**config.mk**
```make
export PLATFORM = sky130hd
export DESIGN_NAME = resp_scan_fsm_flat
export DESIGN_NICKNAME = d
export VERILOG_FILES = /design/src/rtl/resp_scan_fsm_if.sv /design/src/rtl/resp_scan_fsm.sv /design/src/flat_wrapper.sv
export SDC_FILE = /design/constraint.sdc
export NUM_CORES = 1
export LEC_CHECK = 0
export ABC_AREA = 1
export BUFFER_PORTS_ARGS = -buffer_cell sky130_fd_sc_hd__buf_2
export CAP_MARGIN = 25
export CORE_MARGIN = 1.5
export CORE_UTILIZATION = 50
export CTS_CLUSTER_DIAMETER = 150
export DETAILED_ROUTE_END_ITERATION = 7
export GPL_TIMING_DRIVEN = 0
export PLACE_DENSITY = 0.67
export SYNTH_ARGS = -nofsm -noshare
export SYNTH_HDL_FRONTEND = slang
export SYNTH_SLANG_ARGS = --single-unit
```
**constraint.sdc**
```tcl
create_clock -name clk -period 3.05 [get_ports clk]
set_input_delay 0.7625 -clock clk [delete_from_list [all_inputs] [get_ports clk]]
set_output_delay 0.7625 -clock clk [all_outputs]
set_load 0.01 [all_outputs]
```
**src/rtl/resp_scan_fsm_if.sv**
```systemverilog
// UART receive-side handshake between the rx buffer and the reply scanner.
// master: scanner (issues unload strobes); slave: UART rx buffer.
interface resp_scan_fsm_if;
    logic       rxempty;
    logic [7:0] rxdata;
    logic       uldrxdata;

    modport master (
        input  rxempty,
        input  rxdata,
        output uldrxdata
    );

    modport slave (
        output rxempty,
        output rxdata,
        input  uldrxdata
    );
endinterface

```
**src/rtl/resp_scan_fsm.sv**
```systemverilog
// Scans the UART rx byte stream for an HTTP reply and extracts a t/f verdict from the body.
// Optional feature: define RESP_BYTECOUNT_EN to expose the per-scan unload count on byte_count.
module resp_scan_fsm #(
    parameter int TIMEOUT_CYCLES = 5_000_000,
    parameter int QUIET_CYCLES   = 50_000,
    parameter int MAX_BYTES      = 1024
) (
    input  logic            clk,
    input  logic            reset,
    input  logic            start,
    resp_scan_fsm_if.master rx,
    output logic            done,
    output logic            verdict,
    output logic            valid,
    output logic            timeout
`ifdef RESP_BYTECOUNT_EN
    ,
    output logic [15:0]     byte_count
`endif
);

    localparam int IDLE_MAX = (TIMEOUT_CYCLES > QUIET_CYCLES) ? TIMEOUT_CYCLES : QUIET_CYCLES;
    localparam int IDLE_W   = $clog2(IDLE_MAX + 1);
`ifdef RESP_BYTECOUNT_EN
    localparam int BCNT_W   = 16;
`else
    localparam int BCNT_W   = $clog2(MAX_BYTES + 1);
`endif

    localparam logic [IDLE_W-1:0] TIMEOUT_LAST = IDLE_W'(TIMEOUT_CYCLES - 1);
    localparam logic [IDLE_W-1:0] QUIET_LAST   = IDLE_W'(QUIET_CYCLES - 1);
    localparam logic [BCNT_W-1:0] BYTE_LAST    = BCNT_W'(MAX_BYTES - 1);

    localparam logic [7:0] CHR_CR = 8'h0D;
    localparam logic [7:0] CHR_LF = 8'h0A;
    localparam logic [7:0] CHR_T  = 8'h74;
    localparam logic [7:0] CHR_F  = 8'h66;

    typedef enum logic [2:0] {
        S_IDLE,
        S_HDR,
        S_BODY,
        S_DRAIN,
        S_DONE
    } state_t;

    state_t            state, state_nxt;
    logic              strobe_q;
    logic              strobe;
    logic              scanning;
    logic [IDLE_W-1:0] idle_cnt, idle_nxt;
    logic [BCNT_W-1:0] byte_cnt, byte_nxt;
    logic [1:0]        idx, idx_nxt;
    logic              done_nxt, verdict_nxt, valid_nxt, timeout_nxt;

    function automatic logic [BCNT_W-1:0] sat_inc(input logic [BCNT_W-1:0] v);
        return (&v) ? v : v + 1'b1;
    endfunction

    // Terminator is CR LF CR LF: even positions expect CR, odd positions expect LF.
    function automatic logic [7:0] hdr_expect(input logic [1:0] pos);
        return pos[0] ? CHR_LF : CHR_CR;
    endfunction

    function automatic logic is_skip(input logic [7:0] b);
        return (b == 8'h20) || (b == 8'h09) || (b == CHR_CR) || (b == CHR_LF) || (b == 8'h22);
    endfunction

    // A strobe is never issued on the cycle after a strobe so rxempty has time to update.
    assign scanning     = (state == S_HDR) || (state == S_BODY) || (state == S_DRAIN);
    assign strobe       = scanning && !rx.rxempty && !strobe_q && !reset;
    assign rx.uldrxdata = strobe;

`ifdef RESP_BYTECOUNT_EN
    assign byte_count = byte_cnt;
`endif

    always_comb begin
        state_nxt   = state;
        idle_nxt    = idle_cnt;
        byte_nxt    = byte_cnt;
        idx_nxt     = idx;
        done_nxt    = done;
        verdict_nxt = verdict;
        valid_nxt   = valid;
        timeout_nxt = timeout;

        case (state)
            S_IDLE, S_DONE: begin
                if (start) begin
                    state_nxt   = S_HDR;
                    idle_nxt    = '0;
                    byte_nxt    = '0;
                    idx_nxt     = '0;
                    done_nxt    = 1'b0;
                    verdict_nxt = 1'b0;
                    valid_nxt   = 1'b0;
                    timeout_nxt = 1'b0;
                end
            end

            S_HDR, S_BODY: begin
                if (strobe) begin
                    idle_nxt = '0;
                    byte_nxt = sat_inc(byte_cnt);
                    if (byte_cnt == BYTE_LAST) begin
                        // Byte limit wins over whatever this byte would have meant.
                        state_nxt   = S_DONE;
                        done_nxt    = 1'b1;
                        valid_nxt   = 1'b0;
                        timeout_nxt = 1'b0;
                    end else if (state == S_HDR) begin
                        if (rx.rxdata == hdr_expect(idx)) begin
                            if (idx == 2'd3) begin
                                state_nxt = S_BODY;
                                idx_nxt   = '0;
                            end else begin
                                idx_nxt = idx + 2'd1;
                            end
                        end else begin
                            idx_nxt = (rx.rxdata == CHR_CR) ? 2'd1 : 2'd0;
                        end
                    end else if (!is_skip(rx.rxdata)) begin
                        state_nxt   = S_DRAIN;
                        verdict_nxt = (rx.rxdata == CHR_T);
                        valid_nxt   = (rx.rxdata == CHR_T) || (rx.rxdata == CHR_F);
                    end
                end else if (idle_cnt == TIMEOUT_LAST) begin
                    state_nxt   = S_DONE;
                    done_nxt    = 1'b1;
                    valid_nxt   = 1'b0;
                    timeout_nxt = 1'b1;
                end else begin
                    idle_nxt = idle_cnt + 1'b1;
                end
            end

            S_DRAIN: begin
                if (strobe) begin
                    idle_nxt = '0;
                    byte_nxt = sat_inc(byte_cnt);
                end else if (rx.rxempty && (idle_cnt == QUIET_LAST)) begin
                    state_nxt = S_DONE;
                    done_nxt  = 1'b1;
                end else if (idle_cnt != QUIET_LAST) begin
                    idle_nxt = idle_cnt + 1'b1;
                end
            end

            default: state_nxt = S_IDLE;
        endcase
    end

    always_ff @(posedge clk) begin
        if (reset) begin
            state    <= S_IDLE;
            strobe_q <= 1'b0;
            idle_cnt <= '0;
            byte_cnt <= '0;
            idx      <= '0;
            done     <= 1'b0;
            verdict  <= 1'b0;
            valid    <= 1'b0;
            timeout  <= 1'b0;
        end else begin
            state    <= state_nxt;
            strobe_q <= strobe;
            idle_cnt <= idle_nxt;
            byte_cnt <= byte_nxt;
            idx      <= idx_nxt;
            done     <= done_nxt;
            verdict  <= verdict_nxt;
            valid    <= valid_nxt;
            timeout  <= timeout_nxt;
        end
    end

endmodule

```
**src/flat_wrapper.sv**
```systemverilog
// flat-port wrapper written by rule: the top's interface ports become plain ports
module resp_scan_fsm_flat 
#(
    parameter int TIMEOUT_CYCLES = 5_000_000,
    parameter int QUIET_CYCLES   = 50_000,
    parameter int MAX_BYTES      = 1024
)
  (clk, reset, start, done, verdict, valid, timeout, rx_rxempty, rx_rxdata, rx_uldrxdata);
  resp_scan_fsm_if rx_i ();
  input  logic clk;
  input  logic reset;
  input  logic start;
  output logic done;
  output logic verdict;
  output logic valid;
  output logic timeout;
  input wire logic [$bits(rx_i.rxempty)-1:0] rx_rxempty;
  input wire logic [$bits(rx_i.rxdata)-1:0] rx_rxdata;
  output wire logic [$bits(rx_i.uldrxdata)-1:0] rx_uldrxdata;
  assign rx_i.rxempty = rx_rxempty;
  assign rx_i.rxdata = rx_rxdata;
  assign rx_uldrxdata = rx_i.uldrxdata;
  resp_scan_fsm #(.TIMEOUT_CYCLES(TIMEOUT_CYCLES), .QUIET_CYCLES(QUIET_CYCLES), .MAX_BYTES(MAX_BYTES)) u_core (.clk(clk), .reset(reset), .start(start), .rx(rx_i), .done(done), .verdict(verdict), .valid(valid), .timeout(timeout));
endmodule
```
==> impl_metrics.yaml <==
logic_synthesis:
  cell_accounting_for_the_most_synthesized_area: "sky130_fd_sc_hd__dfxtp_1"
  synth.area.top_cells: "sky130_fd_sc_hd__dfxtp_1, sky130_fd_sc_hd__nand2_1, sky130_fd_sc_hd__nor2_1, sky130_fd_sc_hd__inv_1, sky130_fd_sc_hd__nand3_1"
  synth-async-reset-ratio: 0
  synth_cell_type_count: 32
  synth-seq-cells: 44
  edff_count_synth: 0
  yosysMostFrequentCell: "sky130_fd_sc_hd__nand2_1"
  ys_warnings: 0
  syn_area_mm2: 0.00305
  syn_nets: 533
  synth_common_cells: "sky130_fd_sc_hd__nand2_1, sky130_fd_sc_hd__nor2_1, sky130_fd_sc_hd__inv_1"
  share_of_the_synthesized_area_in_the_top_cell_type: 0.289
  syn-instance-count: 518
  yosysSeqAreaShare: 0.289
  ys.flop_type: "sky130_fd_sc_hd__dfxtp_1"
  synth_area_per_cell_um2: 5.88
hold_path:
  hold_path.class: "flop to flop"
  hold_end: "u_core.done"
  hp-start: "u_core.done"
  whs_path_depth: 2
route:
  ant_nets: 0
  first_iter_violations: 231
  wirelength_um: 7940
  detail_route.wl_per_cell_um: 12.9
  routed-via-count: 3289
  detail_route.vias_per_cell: 5.33
  drtPass1Iterations: 5
  remaining_drc_errors: 0
clock_tree:
  tritoncts: "done"
  cts_hold_buf: 0
  clock-sinks: 44
  h-tree-depth: 2
  tritoncts.num_buffers: 5
  cts-root-buf: "sky130_fd_sc_hd__clkbuf_8"
  clk_latency_ns: 0.30
  post_cts_setup_buffers: 0
  cts_resized: 0
  cts.clk_slew.worst_paths_ns: 0.09
  max-clock-path-buffers: 2
job:
  max_cap_violations: 0
critical_path:
  worst_r2r_endpoint: "u_core.state[2]"
  worst_ep_required_time_ns: 2.29
  most_common_cell_type_on_the_critical_path: "sky130_fd_sc_hd__buf_2"
  cp_cell_sequence: "buf_2, nor2_1, nand2_2, nor2_8, buf_2"
  cp_data_arrival_time_ns: 1.65
  critical_path_s_top_delay_family: "simple AND/OR/NAND/NOR gates"
  crit-reg2reg-launch: "u_core.idle_cnt[0]"
  cp_max_fo: 10
  max_stage_delay_cell_worst_path: "sky130_fd_sc_hd__nor2_8"
  crit_path_max_incr_delay_ns: 0.25
  worstSetupPathType: "input port to primary output"
  crit_path_start_kind: "input port"
  crit_buf_inv: 2
  timing.reg2reg.worst_path_depth: 12
  endpoint_kind: "primary output"
  reg2reg_setup_slack_ns: 0.79
timing:
  final-setup-viol-count: 0
  fin_worst_hold_slack_ns: 0.461
  max_clock_freq_mhz: 415
  finalMaxSlewViolations: 0
  clock_skew_ns: 0.00385
  final_hold_viol_count: 0
  post-route-min-period_ns: 2.41
  setup-tns-final_ns: 0
  unrepaired_setup_endpoints_after_global_routing: "false"
  tightest_slew_ns: 0.639
  layout_worst_path_cycle_share: 0.791
  slew_headroom: 0.574
grt:
  number_of_global_route_vias_before_repair: 2787
  grt.total_usage: 0.258
  wire_length_of_the_first_global_routing_pass_um: 13000
  grt_antenna_before_repair: 0
  grt_overflow: 0
  grt_max_degree: 16
power_and_ir_drop:
  power_leakage_nw: 1.39
  peakVddDrop_mv: 0.335
  power_per_cell_area_mw_per_mm2: 673
floorplanning:
  fp.dieArea_mm2: 0.00657
  design.portCount: 17
  initial_core_utilization: 0.518
  die_x_um: 81.1
  die_height_um: 81.1
  core.rowCount: 28
  core_area_mm2: 0.00589
finish:
  final_layout_size_suffix_gt1_frac: 0.0904
  areaGrowthSynthToFinish_pct: 9.48
  final_util: 0.567
  num-nets-final: 556
  antennaDiodeCount: 0
  fillers: 632
  post-route-cell-area_mm2: 0.00334
run_status:
  result_of_the_run: "finished clean"
place:
  hpwl_after_detailed_placement_um: 6170
  finalWeightedCongestion: 1.00
  count_of_input_and_output_buffers: 16
  post_dp_cell_area_mm2: 0.00322
-- worst register-to-register path, stage by stage (launching register included) --
cell and delay (ns):
sky130_fd_sc_hd__dfxtp_1 0.50, sky130_fd_sc_hd__ha_1 0.24, sky130_fd_sc_hd__nand2_1 0.11, sky130_fd_sc_hd__nor2_1 0.35
sky130_fd_sc_hd__inv_1 0.18, sky130_fd_sc_hd__nor2_1 0.12, sky130_fd_sc_hd__nand4_1 0.13, sky130_fd_sc_hd__nand2_1 0.10
sky130_fd_sc_hd__nand2_1 0.12, sky130_fd_sc_hd__nor2_1 0.15, sky130_fd_sc_hd__nand2_1 0.07, sky130_fd_sc_hd__nand2_1 0.05
sky130_fd_sc_hd__nor2_1 0.04
-- worst max path at each step --
stage                                  start               to  slack (ns)  cells past startpoint
after floorplan                   rx_rxempty     rx_uldrxdata        1.07                      3
after global placement                 reset     rx_uldrxdata        0.64                      5
after detailed placement          rx_rxempty     rx_uldrxdata        0.65                      5
after CTS                         rx_rxempty     rx_uldrxdata        0.65                      5
after global routing      u_core.idle_cnt[0]  u_core.state[2]        0.52                     12
final                             rx_rxempty     rx_uldrxdata        0.64                      5
-- per-layer routing --
metal | track usage | wire length, um | vias up
met3 | 0.0416 | 625 | 4
met5 | 0 | 0 | -
li1 | - | - | 1708
met2 | 0.388 | 3310 | 111
met1 | 0.387 | 3960 | 1466
met4 | 0.0448 | 44 | 0
-- registers in the layout, indices dropped and copies added, names as in the netlist --
name / count
u_core.byte_cnt: 11
u_core.timeout: 1
u_core.strobe_q: 1
u_core.valid: 1
u_core.idle_cnt: 23
u_core.verdict: 1
u_core.idx: 2
u_core.state: 3
u_core.done: 1
-- final cells by class --
type,count,area [um2],share of cell area
inverter,66,248,0.0742
timing repair buffer,16,80.1,0.0240
sequential,44,881,0.264
clock inverter,3,46.3,0.0139
tap,75,93.8,0.0281
multi-input combinational,398,1860,0.557
clock buffer,5,68.8,0.0206
buffer,10,61.3,0.0184
-- through the flow --
stage	total power, mW	setup slack (ns)	instances
6_report	2.25	0.638	617
5_1_grt	2.43	0.524	617
4_1_cts	2.25	0.651	617
3_5_place_dp	1.78	0.645	609
3_3_place_gp	1.77	0.644	609
2_1_floorplan	1.51	1.07	518
-- layout by cell type, fill, tap and decap left out, types with 3 or more instances in the layout --
cell,n
sky130_fd_sc_hd__a21oi_1,36
sky130_fd_sc_hd__buf_2,16
sky130_fd_sc_hd__buf_6,3
sky130_fd_sc_hd__clkbuf_1,6
sky130_fd_sc_hd__clkbuf_8,5
sky130_fd_sc_hd__dfxtp_1,44
sky130_fd_sc_hd__ha_1,3
sky130_fd_sc_hd__inv_1,63
sky130_fd_sc_hd__inv_2,3
sky130_fd_sc_hd__nand2_1,146
sky130_fd_sc_hd__nand2_2,7
sky130_fd_sc_hd__nand3_1,38
sky130_fd_sc_hd__nand4_1,23
sky130_fd_sc_hd__nor2_1,90
sky130_fd_sc_hd__nor3_1,17
sky130_fd_sc_hd__nor4_1,3
sky130_fd_sc_hd__o21ai_0,15
-- where the power goes --
group | switching, mW | total [mW] | internal (mW) | leakage (nW)
Sequential | 0.0596 | 0.703 | 0.644 | 0.356
Combinational | 0.737 | 1.07 | 0.334 | 0.983
Clock | 0.224 | 0.471 | 0.247 | 0.0548
Total | 1.02 | 2.25 | 1.23 | 1.39
-- cells by family after synthesis --
family	after synthesis	synth area share
XOR/XNOR	3	0.00862
flip-flops	44	0.289
adder cells (fa/ha/maj)	3	0.0123
buffers and inverters	76	0.101
AO/OA/AOI/OAI	55	0.0936
AND/OR/NAND/NOR	337	0.495
Power figures use the tool's default switching activity.
